===== config.mk =====
export PLATFORM = sky130hd
export DESIGN_NAME = scan_test_ctrl_flat
export DESIGN_NICKNAME = d
export VERILOG_FILES = /design/src/rtl/scan_test_ctrl_if.sv /design/src/rtl/scan_test_ctrl.sv /design/src/flat_wrapper.sv
export SDC_FILE = /design/constraint.sdc
export NUM_CORES = 1
export LEC_CHECK = 0
export ABC_AREA = 1
export CAP_MARGIN = 30
export CORE_MARGIN = 5
export CORE_UTILIZATION = 40
export CTS_CLUSTER_DIAMETER = 40
export DETAILED_ROUTE_END_ITERATION = 8
export GPL_ROUTABILITY_DRIVEN = 0
export PLACE_DENSITY_LB_ADDON = 0.1
export SETUP_SLACK_MARGIN = 0.2
export SYNTH_ARGS = -nofsm -noshare
export SYNTH_HDL_FRONTEND = slang
export SYNTH_SLANG_ARGS = --single-unit

===== constraint.sdc =====
create_clock -name clk -period 2.3 [get_ports clk]
set_input_delay 0.345 -clock clk [delete_from_list [all_inputs] [get_ports clk]]
set_output_delay 0.345 -clock clk [all_outputs]
set_load 0.03 [all_outputs]

===== src/rtl/scan_test_ctrl_if.sv =====
// scan_test_ctrl_if: tester-side handshake and scan-chain signals for scan_test_ctrl
// master: system/tester side plus the DUT chain tail (drives start, abort, vectors, scan_out)
// slave: the controller (drives scan_en, scan_in, capture, status and results)
interface scan_test_ctrl_if #(parameter int CHAIN_LEN = 2);
    logic                 start;
    logic                 abort;
    logic [CHAIN_LEN-1:0] pattern_in;
    logic [CHAIN_LEN-1:0] expected_in;
    logic                 scan_out;
    logic                 scan_en;
    logic                 scan_in;
    logic                 capture;
    logic                 busy;
    logic                 done;
    logic                 pass;
    logic [CHAIN_LEN-1:0] fail_mask;
    logic [CHAIN_LEN-1:0] response;
    modport master(
        output start, abort, pattern_in, expected_in, scan_out,
        input  scan_en, scan_in, capture, busy, done, pass, fail_mask, response
    );
    modport slave(
        input  start, abort, pattern_in, expected_in, scan_out,
        output scan_en, scan_in, capture, busy, done, pass, fail_mask, response
    );
endinterface


===== src/rtl/scan_test_ctrl.sv =====
// scan_test_ctrl: shifts a pattern into a DUT scan chain, captures, shifts the response out and compares it
// clk/rst: clock and synchronous active-high reset
// bus (slave): start/abort/pattern_in/expected_in/scan_out in; scan_en/scan_in/capture/busy/done/pass/fail_mask/response out
module scan_test_ctrl #(
    parameter int CHAIN_LEN = 2
) (
    input logic            clk,
    input logic            rst,
    scan_test_ctrl_if.slave bus
);
    localparam int CW = $clog2(CHAIN_LEN + 1);
    localparam logic [CW-1:0] LEN = CW'(CHAIN_LEN);
    typedef enum logic [1:0] {IDLE, SHIFT_IN, CAPTURE, SHIFT_OUT} state_t;
    state_t               state_q, state_d;
    logic [CW-1:0]        cnt_q, cnt_d;
    logic [CHAIN_LEN-1:0] pat_q, pat_d, exp_q, exp_d, resp_q, resp_d, mask_q, mask_d, resp_shift;
    logic                 scan_en_q, scan_en_d, scan_in_q, scan_in_d, capture_q, capture_d;
    logic                 busy_q, busy_d, done_q, done_d, pass_q, pass_d;
    always_comb begin
        state_d    = state_q;
        cnt_d      = cnt_q;
        pat_d      = pat_q;
        exp_d      = exp_q;
        resp_d     = resp_q;
        mask_d     = mask_q;
        scan_en_d  = scan_en_q;
        scan_in_d  = scan_in_q;
        capture_d  = capture_q;
        busy_d     = busy_q;
        pass_d     = pass_q;
        done_d     = 1'b0;
        resp_shift = (resp_q << 1) | CHAIN_LEN'(bus.scan_out);
        if (state_q == IDLE) begin
            if (bus.start) begin
                // MSB goes out on scan_in right away; the rest waits in pat_q, MSB-aligned
                pat_d     = bus.pattern_in << 1;
                exp_d     = bus.expected_in;
                scan_in_d = bus.pattern_in[CHAIN_LEN-1];
                scan_en_d = 1'b1;
                busy_d    = 1'b1;
                cnt_d     = LEN;
                pass_d    = 1'b0;
                mask_d    = '0;
                resp_d    = '0;
                state_d   = SHIFT_IN;
            end
        end else if (bus.abort) begin
            state_d   = IDLE;
            scan_en_d = 1'b0;
            scan_in_d = 1'b0;
            capture_d = 1'b0;
            busy_d    = 1'b0;
            pass_d    = 1'b0;
            mask_d    = '0;
        end else begin
            case (state_q)
                SHIFT_IN: begin
                    cnt_d = cnt_q - CW'(1);
                    pat_d = pat_q << 1;
                    if (cnt_q == CW'(1)) begin
                        state_d   = CAPTURE;
                        scan_en_d = 1'b0;
                        scan_in_d = 1'b0;
                        capture_d = 1'b1;
                    end else begin
                        scan_in_d = pat_q[CHAIN_LEN-1];
                    end
                end
                CAPTURE: begin
                    state_d   = SHIFT_OUT;
                    capture_d = 1'b0;
                    scan_en_d = 1'b1;
                    scan_in_d = 1'b0;
                    cnt_d     = LEN;
                end
                SHIFT_OUT: begin
                    resp_d = resp_shift;
                    cnt_d  = cnt_q - CW'(1);
                    if (cnt_q == CW'(1)) begin
                        state_d   = IDLE;
                        scan_en_d = 1'b0;
                        busy_d    = 1'b0;
                        done_d    = 1'b1;
                        pass_d    = resp_shift == exp_q;
                        mask_d    = resp_shift ^ exp_q;
                    end
                end
                default: state_d = IDLE;
            endcase
        end
    end
    always_ff @(posedge clk) begin
        if (rst) begin
            state_q   <= IDLE;
            cnt_q     <= '0;
            pat_q     <= '0;
            exp_q     <= '0;
            resp_q    <= '0;
            mask_q    <= '0;
            scan_en_q <= 1'b0;
            scan_in_q <= 1'b0;
            capture_q <= 1'b0;
            busy_q    <= 1'b0;
            done_q    <= 1'b0;
            pass_q    <= 1'b0;
        end else begin
            state_q   <= state_d;
            cnt_q     <= cnt_d;
            pat_q     <= pat_d;
            exp_q     <= exp_d;
            resp_q    <= resp_d;
            mask_q    <= mask_d;
            scan_en_q <= scan_en_d;
            scan_in_q <= scan_in_d;
            capture_q <= capture_d;
            busy_q    <= busy_d;
            done_q    <= done_d;
            pass_q    <= pass_d;
        end
    end
    assign bus.scan_en   = scan_en_q;
    assign bus.scan_in   = scan_in_q;
    assign bus.capture   = capture_q;
    assign bus.busy      = busy_q;
    assign bus.done      = done_q;
    assign bus.pass      = pass_q;
    assign bus.fail_mask = mask_q;
    assign bus.response  = resp_q;
endmodule


===== src/flat_wrapper.sv =====
// flat-port wrapper written by rule: the top's interface ports become plain ports
module scan_test_ctrl_flat 
#(
    parameter int CHAIN_LEN = 2
)
  (clk, rst, bus_start, bus_abort, bus_pattern_in, bus_expected_in, bus_scan_out, bus_scan_en, bus_scan_in, bus_capture, bus_busy, bus_done, bus_pass, bus_fail_mask, bus_response);
  scan_test_ctrl_if #(.CHAIN_LEN(CHAIN_LEN)) bus_i ();
  input logic clk;
  input logic rst;
  input wire logic [$bits(bus_i.start)-1:0] bus_start;
  input wire logic [$bits(bus_i.abort)-1:0] bus_abort;
  input wire logic [$bits(bus_i.pattern_in)-1:0] bus_pattern_in;
  input wire logic [$bits(bus_i.expected_in)-1:0] bus_expected_in;
  input wire logic [$bits(bus_i.scan_out)-1:0] bus_scan_out;
  output wire logic [$bits(bus_i.scan_en)-1:0] bus_scan_en;
  output wire logic [$bits(bus_i.scan_in)-1:0] bus_scan_in;
  output wire logic [$bits(bus_i.capture)-1:0] bus_capture;
  output wire logic [$bits(bus_i.busy)-1:0] bus_busy;
  output wire logic [$bits(bus_i.done)-1:0] bus_done;
  output wire logic [$bits(bus_i.pass)-1:0] bus_pass;
  output wire logic [$bits(bus_i.fail_mask)-1:0] bus_fail_mask;
  output wire logic [$bits(bus_i.response)-1:0] bus_response;
  assign bus_i.start = bus_start;
  assign bus_i.abort = bus_abort;
  assign bus_i.pattern_in = bus_pattern_in;
  assign bus_i.expected_in = bus_expected_in;
  assign bus_i.scan_out = bus_scan_out;
  assign bus_scan_en = bus_i.scan_en;
  assign bus_scan_in = bus_i.scan_in;
  assign bus_capture = bus_i.capture;
  assign bus_busy = bus_i.busy;
  assign bus_done = bus_i.done;
  assign bus_pass = bus_i.pass;
  assign bus_fail_mask = bus_i.fail_mask;
  assign bus_response = bus_i.response;
  scan_test_ctrl #(.CHAIN_LEN(CHAIN_LEN)) u_core (.clk(clk), .rst(rst), .bus(bus_i));
endmodule

==> results.py <==
metrics = {
    "run_status": {
        "status": "finished clean",
    },
    "floorplanning": {
        "start_util_pct": 41.62,
        "coreArea_um2": 2477,
        "rows": 18,
        "fp.dieH_um": 60.77,
        "pin_count": 19,
        "die_x_um": 60.77,
        "die-area_um2": 3693,
    },
    "cells_and_area": {
        "regArea_um2": 340.3,
        "final.fill_count": 249,
        "mostFrequentLayoutCells": "nand2_1, nor2_1, clkdlybuf4s50_1, dfxtp_1, inv_1",
        "drive_above_1_share_pct": 11.38,
        "final_common_cell": "nand2_1",
        "stdcell_area_um2": 1259,
        "diodes": 0,
        "syn2layout_area_growth_pct": 22.09,
        "final_util_pct": 50.81,
        "multi_input_area_um2": 599.3,
        "final_nets": 186,
    },
    "placement": {
        "port_buffers": 18,
        "placed_cell_area_um2": 1232,
        "dpl.hpwl_um": 1712,
        "pre_cts_ws_ps": 554.2,
    },
    "sta": {
        "rsz0062_at_grt": "no",
        "skew_ps": 0.8651,
        "setup_tns_ps": 0,
        "min_period_ps": 1749,
        "slew_viol_final": 0,
        "fmax_ghz": 0.5718,
        "hold_viol": 0,
        "worst_slack_ps": 551.1,
        "slew_headroom_pct": 70.97,
        "finalSetupViolations": 0,
        "period_share_pct": 76.04,
        "worst_slew_pin_slew_ps": 435.4,
    },
    "route": {
        "via_per_inst": 4.741,
        "antenna_left": 0,
        "wl_per_cell_um": 10.82,
        "first_iter_violations": 18,
        "totalWireLength_um": 2132,
        "drc": 0,
        "dr.pass1.iters": 4,
        "vias": 934,
    },
    "grt": {
        "grt_pass1_vias": 839,
        "overflow": 0,
        "grt_max_degree": 11,
        "grt_first_pass_wirelength_um": 3560,
        "antenna_found_initial": 0,
        "grt_usage_pct": 12.74,
    },
    "power_and_ir_drop": {
        "total_power_mw": 1.340,
        "p_per_area_nw_per_um2": 1064,
        "p_leak_nw": 0.5683,
        "vdd_drop_max_uv": 600.1,
    },
    "clocking": {
        "clock_path_buffers": 2,
        "h-tree-depth": 1,
        "clk_pin_slew_ps": 90,
        "cts_root_buffer": "clkbuf_4",
        "post_cts_resize_count": 0,
        "cts_tree": "built",
        "cts_setup_buffers": 0,
        "numCtsBuffers": 3,
        "cts_sinks": 17,
        "ctsHoldBuffers": 0,
        "clk-insertion-delay-late_ps": 280,
    },
    "synth": {
        "synth_area_leaders": "dfxtp_1, nand2_1, ha_1",
        "ys_seq_elements": 17,
        "synth_cell_type_count": 27,
        "synth_area_um2": 1031,
        "ys.flop_type": "dfxtp_1",
        "ys_seq_area_share_pct": 33.01,
        "yosysTopAreaCell": "dfxtp_1",
        "syn-instance-count": 147,
        "ys_warn_count": 0,
        "synthesis.nets": 165,
        "avgSynthCellArea_um2": 7.014,
        "synth_edf_count": 0,
        "async_reset_ff_share_pct": 0,
        "yosysTopAreaCellShare_pct": 33.01,
    },
    "min_path": {
        "hp-start": "u_core.bus.response[1]",
        "min_path_type": "reg -> reg",
        "holdPathEnd": "u_core.bus.response[1]",
        "worstHoldPathCells": 2,
    },
    "critical_path": {
        "cp-end-kind": "flop",
        "crit_chain": "inv_1 -> ha_1 -> nor2_2 -> o211ai_1 -> a21oi_1 -> nor2_1",
        "crit_slowest_cell": "dfxtp_1",
        "r2r_cells": 6,
        "required_ps": 2490,
        "crit_arrival_ps": 1940,
        "crit_family": "flip-flops",
        "max_stage_delay_ps": 490,
        "reg2reg_from": "u_core.state_q[0]",
        "critPathLaunchType": "flop",
        "criticalPathCategory": "reg -> reg",
        "r2r_setup_slack_ps": 550,
        "crit_fanout": 9,
        "rr_endpoint": "u_core.state_q[1]",
        "cp.buffers_inverters": 1,
    },
    "run": {
        "maxCapViolations": 0,
    },
}
[power by group]
part	switching, mW	internal [mW]	leakage [nW]	total (mW)
clock network	0.0894	0.0674	0.0150	0.157
logic	0.466	0.283	0.413	0.749
registers	0.0599	0.374	0.140	0.434
total	0.615	0.724	0.568	1.34
[worst max path at each step]
stage | from | endpoint | slack, ps | cells past startpoint
floorplan | u_core.state_q[0] | u_core.state_q[0] | 820 | 7
global placement | u_core.state_q[0] | u_core.state_q[0] | 580 | 6
detailed placement | u_core.state_q[0] | u_core.state_q[1] | 550 | 6
CTS | u_core.state_q[0] | u_core.state_q[1] | 540 | 6
global route | u_core.state_q[0] | u_core.state_q[1] | 350 | 6
finish | u_core.state_q[0] | u_core.state_q[1] | 550 | 6
[metrics by stage]
step | hold slack, ps | std cells
CTS | 479.4 | 197
global route | 496.1 | 197
floorplan | 455.9 | 147
detailed placement | 465.5 | 193
finish | 478.9 | 197
global placement | 469.8 | 193
[cells by family (layout without fill, tap and decap cells)]
group,count (synthesis),count (layout),share of synthesized area (%)
adder cells (fa/ha/maj),9,9,10.92
XOR/XNOR,1,1,0.8497
buffers and inverters,22,42,8.858
AO/OA/AOI/OAI,23,23,13.35
AND/OR/NAND/NOR,75,75,33.01
flip-flops,17,17,33.01
[state kept, by name, summed over array words and instances, names as in the netlist, 2 cells and up]
register and cells:
u_core.bus.fail_mask 2, u_core.bus.response 2, u_core.cnt_q 2, u_core.exp_q 2, u_core.state_q 2
[per-layer routing]
metal	up-vias	GRT usage (%)	wire length [µm]	share of wire, %
met1	416	16.62	1035	49
met3	0	3.830	104	4.9
li1	502	-	-	-
met5	-	0	0	0
met2	16	20.92	992	47
met4	0	2.477	0	0
[worst min-delay path, cell delays in order (launching register included)]
cell and delay (ps):
dfxtp_1 320, nand2_1 60, a21oi_1 60
[synth_stat cells, types with 2 or more instances]
cell	n
nand2_1	34
nor2_1	19
dfxtp_1	17
inv_1	16
a21oi_1	11
nand3_1	11
ha_1	9
nand2_2	4
o21ai_0	4
inv_2	3
nor2_4	2
o21ai_1	2
[cell type report]
type | count | area share (%)
clock buffer | 4 | 2.087
inverter | 20 | 5.964
multi-input combinational | 108 | 47.61
sequential | 17 | 27.04
tap | 30 | 2.982
timing repair buffer | 18 | 14.31
(Power assumes the default switching activity.)
